[config.mk]
export PLATFORM = sky130hd
export DESIGN_NAME = bc_polinomio
export DESIGN_NICKNAME = d
export VERILOG_FILES = /design/src/rtl/bc_polinomio.sv
export SDC_FILE = /design/constraint.sdc
export NUM_CORES = 1
export LEC_CHECK = 0
export ABC_CLOCK_PERIOD_IN_PS = 2950
export CAP_MARGIN = 20
export CORE_AREA = 5 5 42 44
export CTS_CLUSTER_DIAMETER = 50
export DETAILED_ROUTE_END_ITERATION = 12
export DIE_AREA = 0 0 47 49
export DONT_BUFFER_PORTS = 1
export PLACE_DENSITY = 0.43
export SYNTH_ARGS = -nofsm -noshare
export SYNTH_HDL_FRONTEND = slang
export SYNTH_SLANG_ARGS = --single-unit
export TNS_END_PERCENT = 5
[constraint.sdc]
create_clock -name clk -period 2.95 [get_ports clk]
set_input_delay 0.295 -clock clk [delete_from_list [all_inputs] [get_ports clk]]
set_output_delay 0.295 -clock clk [all_outputs]
set_load 0.01 [all_outputs]
[src/rtl/bc_polinomio.sv]
// bc_polinomio: control FSM sequencing the polynomial datapath
// y = A*X^2 + B*X + C (grau 2) or y = B*X + C (grau 1), Horner's rule.
// Ports: clk, rst (async active-low), start, mode (1 = grau 2);
//   m0/m1/m2 mux selects, lx/lh/ls register loads, h (0 add, 1 mul),
//   busy (LOAD..S4), done (one-cycle pulse).
// Option: BC_MUL_WAIT_EN holds S1/S3 for MUL_CYCLES cycles each.
module bc_polinomio #(
    parameter int MUL_CYCLES = 2
) (
    input  logic       clk,
    input  logic       rst,
    input  logic       start,
    input  logic       mode,
    output logic [1:0] m0,
    output logic [1:0] m1,
    output logic [1:0] m2,
    output logic       lx,
    output logic       lh,
    output logic       ls,
    output logic       h,
    output logic       busy,
    output logic       done
);

    typedef enum logic [2:0] {
        IDLE = 3'd0,
        LOAD = 3'd1,
        S1   = 3'd2,
        S2   = 3'd3,
        S3   = 3'd4,
        S4   = 3'd5,
        DONE = 3'd6
    } state_t;

    state_t state, state_n;
    logic   grau2;
    logic   hold;
    logic   last;

`ifdef BC_MUL_WAIT_EN
    logic [3:0] cnt;

    // Multiply states stay put until the counter reaches its final count.
    assign last = (cnt == 4'(MUL_CYCLES - 1));
    assign hold = ((state == S1) || (state == S3)) && !last;

    always_ff @(posedge clk or negedge rst) begin
        if (!rst)
            cnt <= '0;
        else if (state_n != state)
            cnt <= '0;
        else if (hold)
            cnt <= cnt + 4'd1;
    end
`else
    assign last = 1'b1;
    assign hold = 1'b0;
`endif

    always_ff @(posedge clk or negedge rst) begin
        if (!rst) begin
            state <= IDLE;
            grau2 <= 1'b0;
        end else begin
            state <= state_n;
            if (state == IDLE && start)
                grau2 <= mode;
        end
    end

    always_comb begin
        state_n = state;
        unique case (state)
            IDLE:    if (start) state_n = LOAD;
            LOAD:    state_n = grau2 ? S1 : S3;
            S1:      if (!hold) state_n = S2;
            S2:      state_n = S3;
            S3:      if (!hold) state_n = S4;
            S4:      state_n = DONE;
            DONE:    state_n = IDLE;
            default: state_n = IDLE;
        endcase
    end

    always_comb begin
        m0   = 2'd0;
        m1   = 2'd0;
        m2   = 2'd0;
        lx   = 1'b0;
        lh   = 1'b0;
        ls   = 1'b0;
        h    = 1'b0;
        busy = 1'b0;
        done = 1'b0;
        unique case (state)
            LOAD: begin
                lx   = 1'b1;
                busy = 1'b1;
            end
            S1: begin
                m0   = 2'd1;
                m1   = 2'd2;
                h    = 1'b1;
                lh   = last;
                busy = 1'b1;
            end
            S2: begin
                m0   = 2'd2;
                m1   = 2'd1;
                lh   = 1'b1;
                busy = 1'b1;
            end
            S3: begin
                // grau 2: H <- X*H ; grau 1: H <- B*X
                m0   = grau2 ? 2'd0 : 2'd2;
                m1   = grau2 ? 2'd1 : 2'd2;
                h    = 1'b1;
                lh   = last;
                busy = 1'b1;
            end
            S4: begin
                m0   = 2'd3;
                m1   = 2'd1;
                ls   = 1'b1;
                busy = 1'b1;
            end
            DONE: done = 1'b1;
            default: ;
        endcase
    end

endmodule
==> results_dict.tcl, run 1 <==
set metrics [dict create \
    yosys-top-cells-area "dfrtp_1 (26%), buf_6 (8.7%), a21oi_1 (6.4%)" \
    cts-root-buf "clkbuf_4" \
    final_nets 53 \
    grt_pass1_wl_um 1280 \
    first_pass_iters 2 \
    core-area_um2 1400 \
    min_period_ns 2.02 \
    syn_to_final_growth_pct 1.93 \
    min_path_type "in2reg" \
    fin_ws_ns 0.931 \
    clk_pin_slew_ns 0.03 \
    ff2ff_setup_slack_ns 1.60 \
    place_congestion 0.658 \
    netlist_instances 45 \
    post-cts-setup-buffers 0 \
    wl_per_cell_um 12.9 \
    clk_latency_ns 0.23 \
    end_kind "output port" \
    grt_pass1_vias 290 \
    antenna_found_initial 0 \
    synth_area_um2 389 \
    slew_violations 0 \
    cts.sinks 4 \
    worstPathMaxFanout 10 \
    vdd_drop_max_mv 0.322 \
    synth-seq-area-share 0.257 \
    status "completed" \
    cts_buffers 3 \
    rsz0062_at_grt "no" \
    n_antenna_cell 0 \
    critPathRequiredTime_ns 2.65 \
    cts-resized-gates 0 \
    start_kind "flip-flop" \
    clock_skew_ns 0.00347 \
    cts-hold-fix-buffers 1 \
    final_cell_mix "inv_1 (6), a21oi_1 (5), dfrtp_1 (4)" \
    ys_warn_count 0 \
    cellLeakagePower_uw 0.000171 \
    ctsHtreeMaxLevel 1 \
    drive_above_1_share 0.200 \
    ios 16 \
    setup_viol 0 \
    finalHoldViolCount 0 \
    yosysUniqueCellTypes 22 \
    gr-total-overflow 0 \
    maxCapViolations 0 \
    die_h_um 49 \
    drt_iter0_drc 6 \
    wl_um 785 \
    setup_tns_ns 0 \
    drc 0 \
    die_w_um 47 \
    pre_cts_ws_ns 1.16 \
    p_total_uw 458 \
    fmax_mhz 495 \
    fin_crit_sh 0.684 \
    syn_avg_cell_area_um2 8.65 \
    vias 300 \
    die_area_um2 2300 \
    detail-route-antenna-nets 0 \
    final_common_cell "inv_1" \
    initial_core_util 0.278 \
    worstPathArrival_ns 1.72 \
    avgViaCountPerCell 4.92 \
    cts_tree "yes" \
    ys_ff_latch 4 \
    rows 14 \
    track_usage 0.0773 \
    power_density_nw_per_um2 1150 \
    synth_top_cell_by_area "dfrtp_1" \
    post_dp_cell_area_um2 364 \
    hold_ws_ns 0.213 \
    io_buffers 0 \
    design_area_um2 397 \
    synth.top_cell.area_share 0.257 \
    critPathKind "reg2out" \
    clk_path_buf_depth 2 \
    grt_max_degree 15 \
]
cells in the mapped netlist, drive strengths merged:
cell type,instances
a2111oi,1
a21boi,1
a21oi,7
a221oi,1
a31o,1
and2b,1
and3,1
buf,5
conb,1
dfrtp,4
ha,2
inv,6
nand2,2
nand2b,1
nand3,1
nor3,4
o211ai,2
o21ai,3
or2,1
final timing paths:
path | depth (start not counted) | endpoint | start
worst min-delay path | 1 | grau2$_DFFE_PN0P_ | start
max in group asynchronous | 1 | grau2$_DFFE_PN0P_ | rst
worst max-delay path | 3 | m1[1] | state[1]$_DFFE_PN0P_
worst max register to register | 2 | state[0]$_DFFE_PN0P_ | state[1]$_DFFE_PN0P_
worst min register to register | 2 | state[1]$_DFFE_PN0P_ | grau2$_DFFE_PN0P_
min in group asynchronous | 1 | state[0]$_DFFE_PN0P_ | rst
through the flow:
stage / util / instances
after floorplan: - / 46
after global placement: 0.260 / 57
after detailed placement: 0.260 / 57
after CTS: 0.283 / 61
after global routing: 0.283 / 61
final: 0.283 / 61
routing by layer:
metal | vias up | GRT usage | share of wire
li1 | 157 | - | -
met1 | 133 | 0.0874 | 0.45
met2 | 10 | 0.115 | 0.46
met3 | 0 | 0.0258 | 0.079
met4 | 0 | 0.0553 | 0
met5 | - | 0 | 0
flip-flops by register name, summed over array words and instances, names as in the netlist:
signal / cells
grau2: 1
state: 3
cell type report:
cell class	instances	area, um^2
timing repair buffer	1	10.0
multi-input combinational	31	221
clock buffer	3	22.5
tap	16	20.0
sequential	4	100
inverter	6	22.5
fill	163	1000
worst max-delay path, stage by stage, from the launching register on:
cell and delay, ns:
dfrtp_1 0.57, inv_1 0.17, ha_1 0.39, nor3_1 0.37
where the power goes:
part | switching (uW) | leakage (uW) | total, uW | internal [uW]
logic | 147 | 0.000107 | 245 | 98.6
registers | 68.1 | 0.0000502 | 148 | 80.0
clock network | 19.4 | 0.0000138 | 64.6 | 45.3
total | 234 | 0.000171 | 458 | 224
cell families after synthesis:
group	after synthesis	synth area share
and+or+nand+nor	11	0.209
AOI/OAI and AO/OA	16	0.277
other	1	0.00964
adders and majority gates	2	0.0643
buffers and inverters	11	0.183
DFF	4	0.257
(Power assumes the default switching activity.)
==> run 2, diff against run 1 <==
--- a/config.mk
+++ b/config.mk
@@ -5,7 +5,7 @@
 export SDC_FILE = /design/constraint.sdc
 export NUM_CORES = 1
 export LEC_CHECK = 0
-export ABC_CLOCK_PERIOD_IN_PS = 2950
+export ABC_CLOCK_PERIOD_IN_PS = 2100
 export CAP_MARGIN = 20
 export CORE_AREA = 5 5 42 44
 export CTS_CLUSTER_DIAMETER = 50
==> constraint.sdc (replaced) <==
create_clock -name clk -period 2.1 [get_ports clk]
set_input_delay 0.21 -clock clk [delete_from_list [all_inputs] [get_ports clk]]
set_output_delay 0.21 -clock clk [all_outputs]
set_load 0.01 [all_outputs]
==> run 2 against run 1 <==
  * Highest routed layer unchanged
  * Clock power grew 48%
  * Global-route usage increased by 0.77 points
  * Non-clock buffer count increased by 1
  * Sequential share of layout area is 0.47 points lower
==> results_dict.tcl, run 2 (same netlist as run 1, synthesis figures left out) <==
set metrics [dict create \
    status "completed" \
    fmax_mhz 576 \
    grt_pass1_wl_um 1370 \
    final_common_cell "inv_1" \
    first_pass_iters 4 \
    maxCapViolations 0 \
    slowest_delay_ns 0.56 \
    cts-root-buf "clkbuf_4" \
    die_w_um 47 \
    r2r_start "state[2]$_DFFE_PN0P_" \
    fin_crit_sh 0.827 \
    drc 0 \
    grt_max_degree 15 \
    avgViaCountPerCell 5.05 \
    startpoint "state[2]$_DFFE_PN0P_" \
    cts.sinks 4 \
    critPathBufInv 0 \
    critPathKind "reg2out" \
    drive_above_1_share 0.217 \
    clock_skew_ns 0.00697 \
    core-area_um2 1400 \
    worstPathMaxFanout 11 \
    min_period_ns 1.74 \
    place_congestion 0.645 \
    end_kind "output port" \
    met3_length_um 68 \
    wl_per_cell_um 13.5 \
    cts-resized-gates 0 \
    track_usage 0.0849 \
    largest_register "state" \
    min-delay-start "start" \
    power_density_nw_per_um2 1630 \
    design_area_um2 404 \
    antenna_found_initial 0 \
    n_antenna_cell 0 \
    die_area_um2 2300 \
    clk_path_buf_depth 2 \
    critPathRequiredTime_ns 1.89 \
    setup_viol 0 \
    initial_core_util 0.278 \
    wl_met1_um 402 \
    start_kind "flip-flop" \
    clk_pin_slew_ns 0.04 \
    finalHoldViolCount 0 \
    rsz0062_at_grt "no" \
    crit_family "flip-flops" \
    finalCoreUtilization 0.288 \
    worstPathArrival_ns 1.53 \
    syn_to_final_growth_pct 3.86 \
    cellLeakagePower_uw 0.000177 \
    slew_violations 0 \
    cts_tree "yes" \
    post_dp_cell_area_um2 372 \
    largest_reg_flops 3 \
    ctsHtreeMaxLevel 1 \
    clk_latency_ns 0.24 \
    wl_met2_um 365 \
    ios 16 \
    cts_buffers 3 \
    detail-route-antenna-nets 0 \
    grt_pass1_vias 293 \
    die_h_um 49 \
    wl_um 835 \
    crit_chain "ha_1, nor3_1" \
    final_nets 54 \
    min_path_type "in2reg" \
    vias 313 \
    drt_iter0_drc 6 \
    crit_slowest_cell "dfrtp_1" \
    dp_hpwl_um 651 \
    io_buffers 0 \
    top_regs "state: 3 flops, grau2: 1 flops" \
    gr-total-overflow 0 \
    rows 14 \
    vdd_drop_max_mv 0.692 \
    routed.top_layer "met3" \
    final_cell_mix "inv_1 (6), a21oi_1 (5), dfrtp_1 (4)" \
    setup_tns_ns 0 \
]
==> run 2: cell count changes in the layout (fill, tap and decap cells not counted), sizes merged <==
cell	before	now
buf	0	1
==> run 2: report_power, final <==
group | total (uW) | switching [uW] | internal, uW
Combinational | 374 | 226 | 148
Sequential | 190 | 77.8 | 113
Clock | 95.7 | 31.7 | 64.0
Total | 660 | 336 | 324
==> run 2: final timing paths <==
| kind | slack [ns] | end | cells after the start |
|---|---|---|---|
| worst min register to register | 0.64 | state[1]$_DFFE_PN0P_ | 2 |
| worst min-delay path | 0.13 | grau2$_DFFE_PN0P_ | 1 |
| worst max register to register | 0.82 | state[0]$_DFFE_PN0P_ | 2 |
| max in group asynchronous | 1.68 | state[0]$_DFFE_PN0P_ | 1 |
| worst max-delay path | 0.36 | m1[1] | 2 |
| min in group asynchronous | 0.25 | state[2]$_DFFE_PN0P_ | 1 |
==> run 2: per-layer routing <==
layer  GRT usage  up-vias
met3      0.0627        0
met2      0.0995       10
li1            -      159
met4      0.0276        0
met5           0        -
met1       0.118      144
==> run 2: metrics by stage <==
step           hold WS, ns  std cells  total power [uW]  setup WS (ns)
6_report             0.126         62               660          0.363
5_1_grt              0.114         62               726          0.221
4_1_cts              0.117         62               675          0.354
3_5_place_dp       -0.0855         58               568          0.603
3_3_place_gp       -0.0855         58               568          0.650
2_1_floorplan      -0.0856         46               540          0.679
==> run 2: layout make-up <==
class	instances	area (um^2)
tap	16	20.0
fill	159	997
clock buffer	3	22.5
inverter	6	22.5
sequential	4	100
multi-input combinational	31	221
timing repair buffer	2	17.5
==> run 2: what timing repair did <==
action / 4_1_cts / 5_1_grt
hold buffers: 1 / 0
hold endpoints to repair: 4 / 0
buffers inserted: 0 / 0
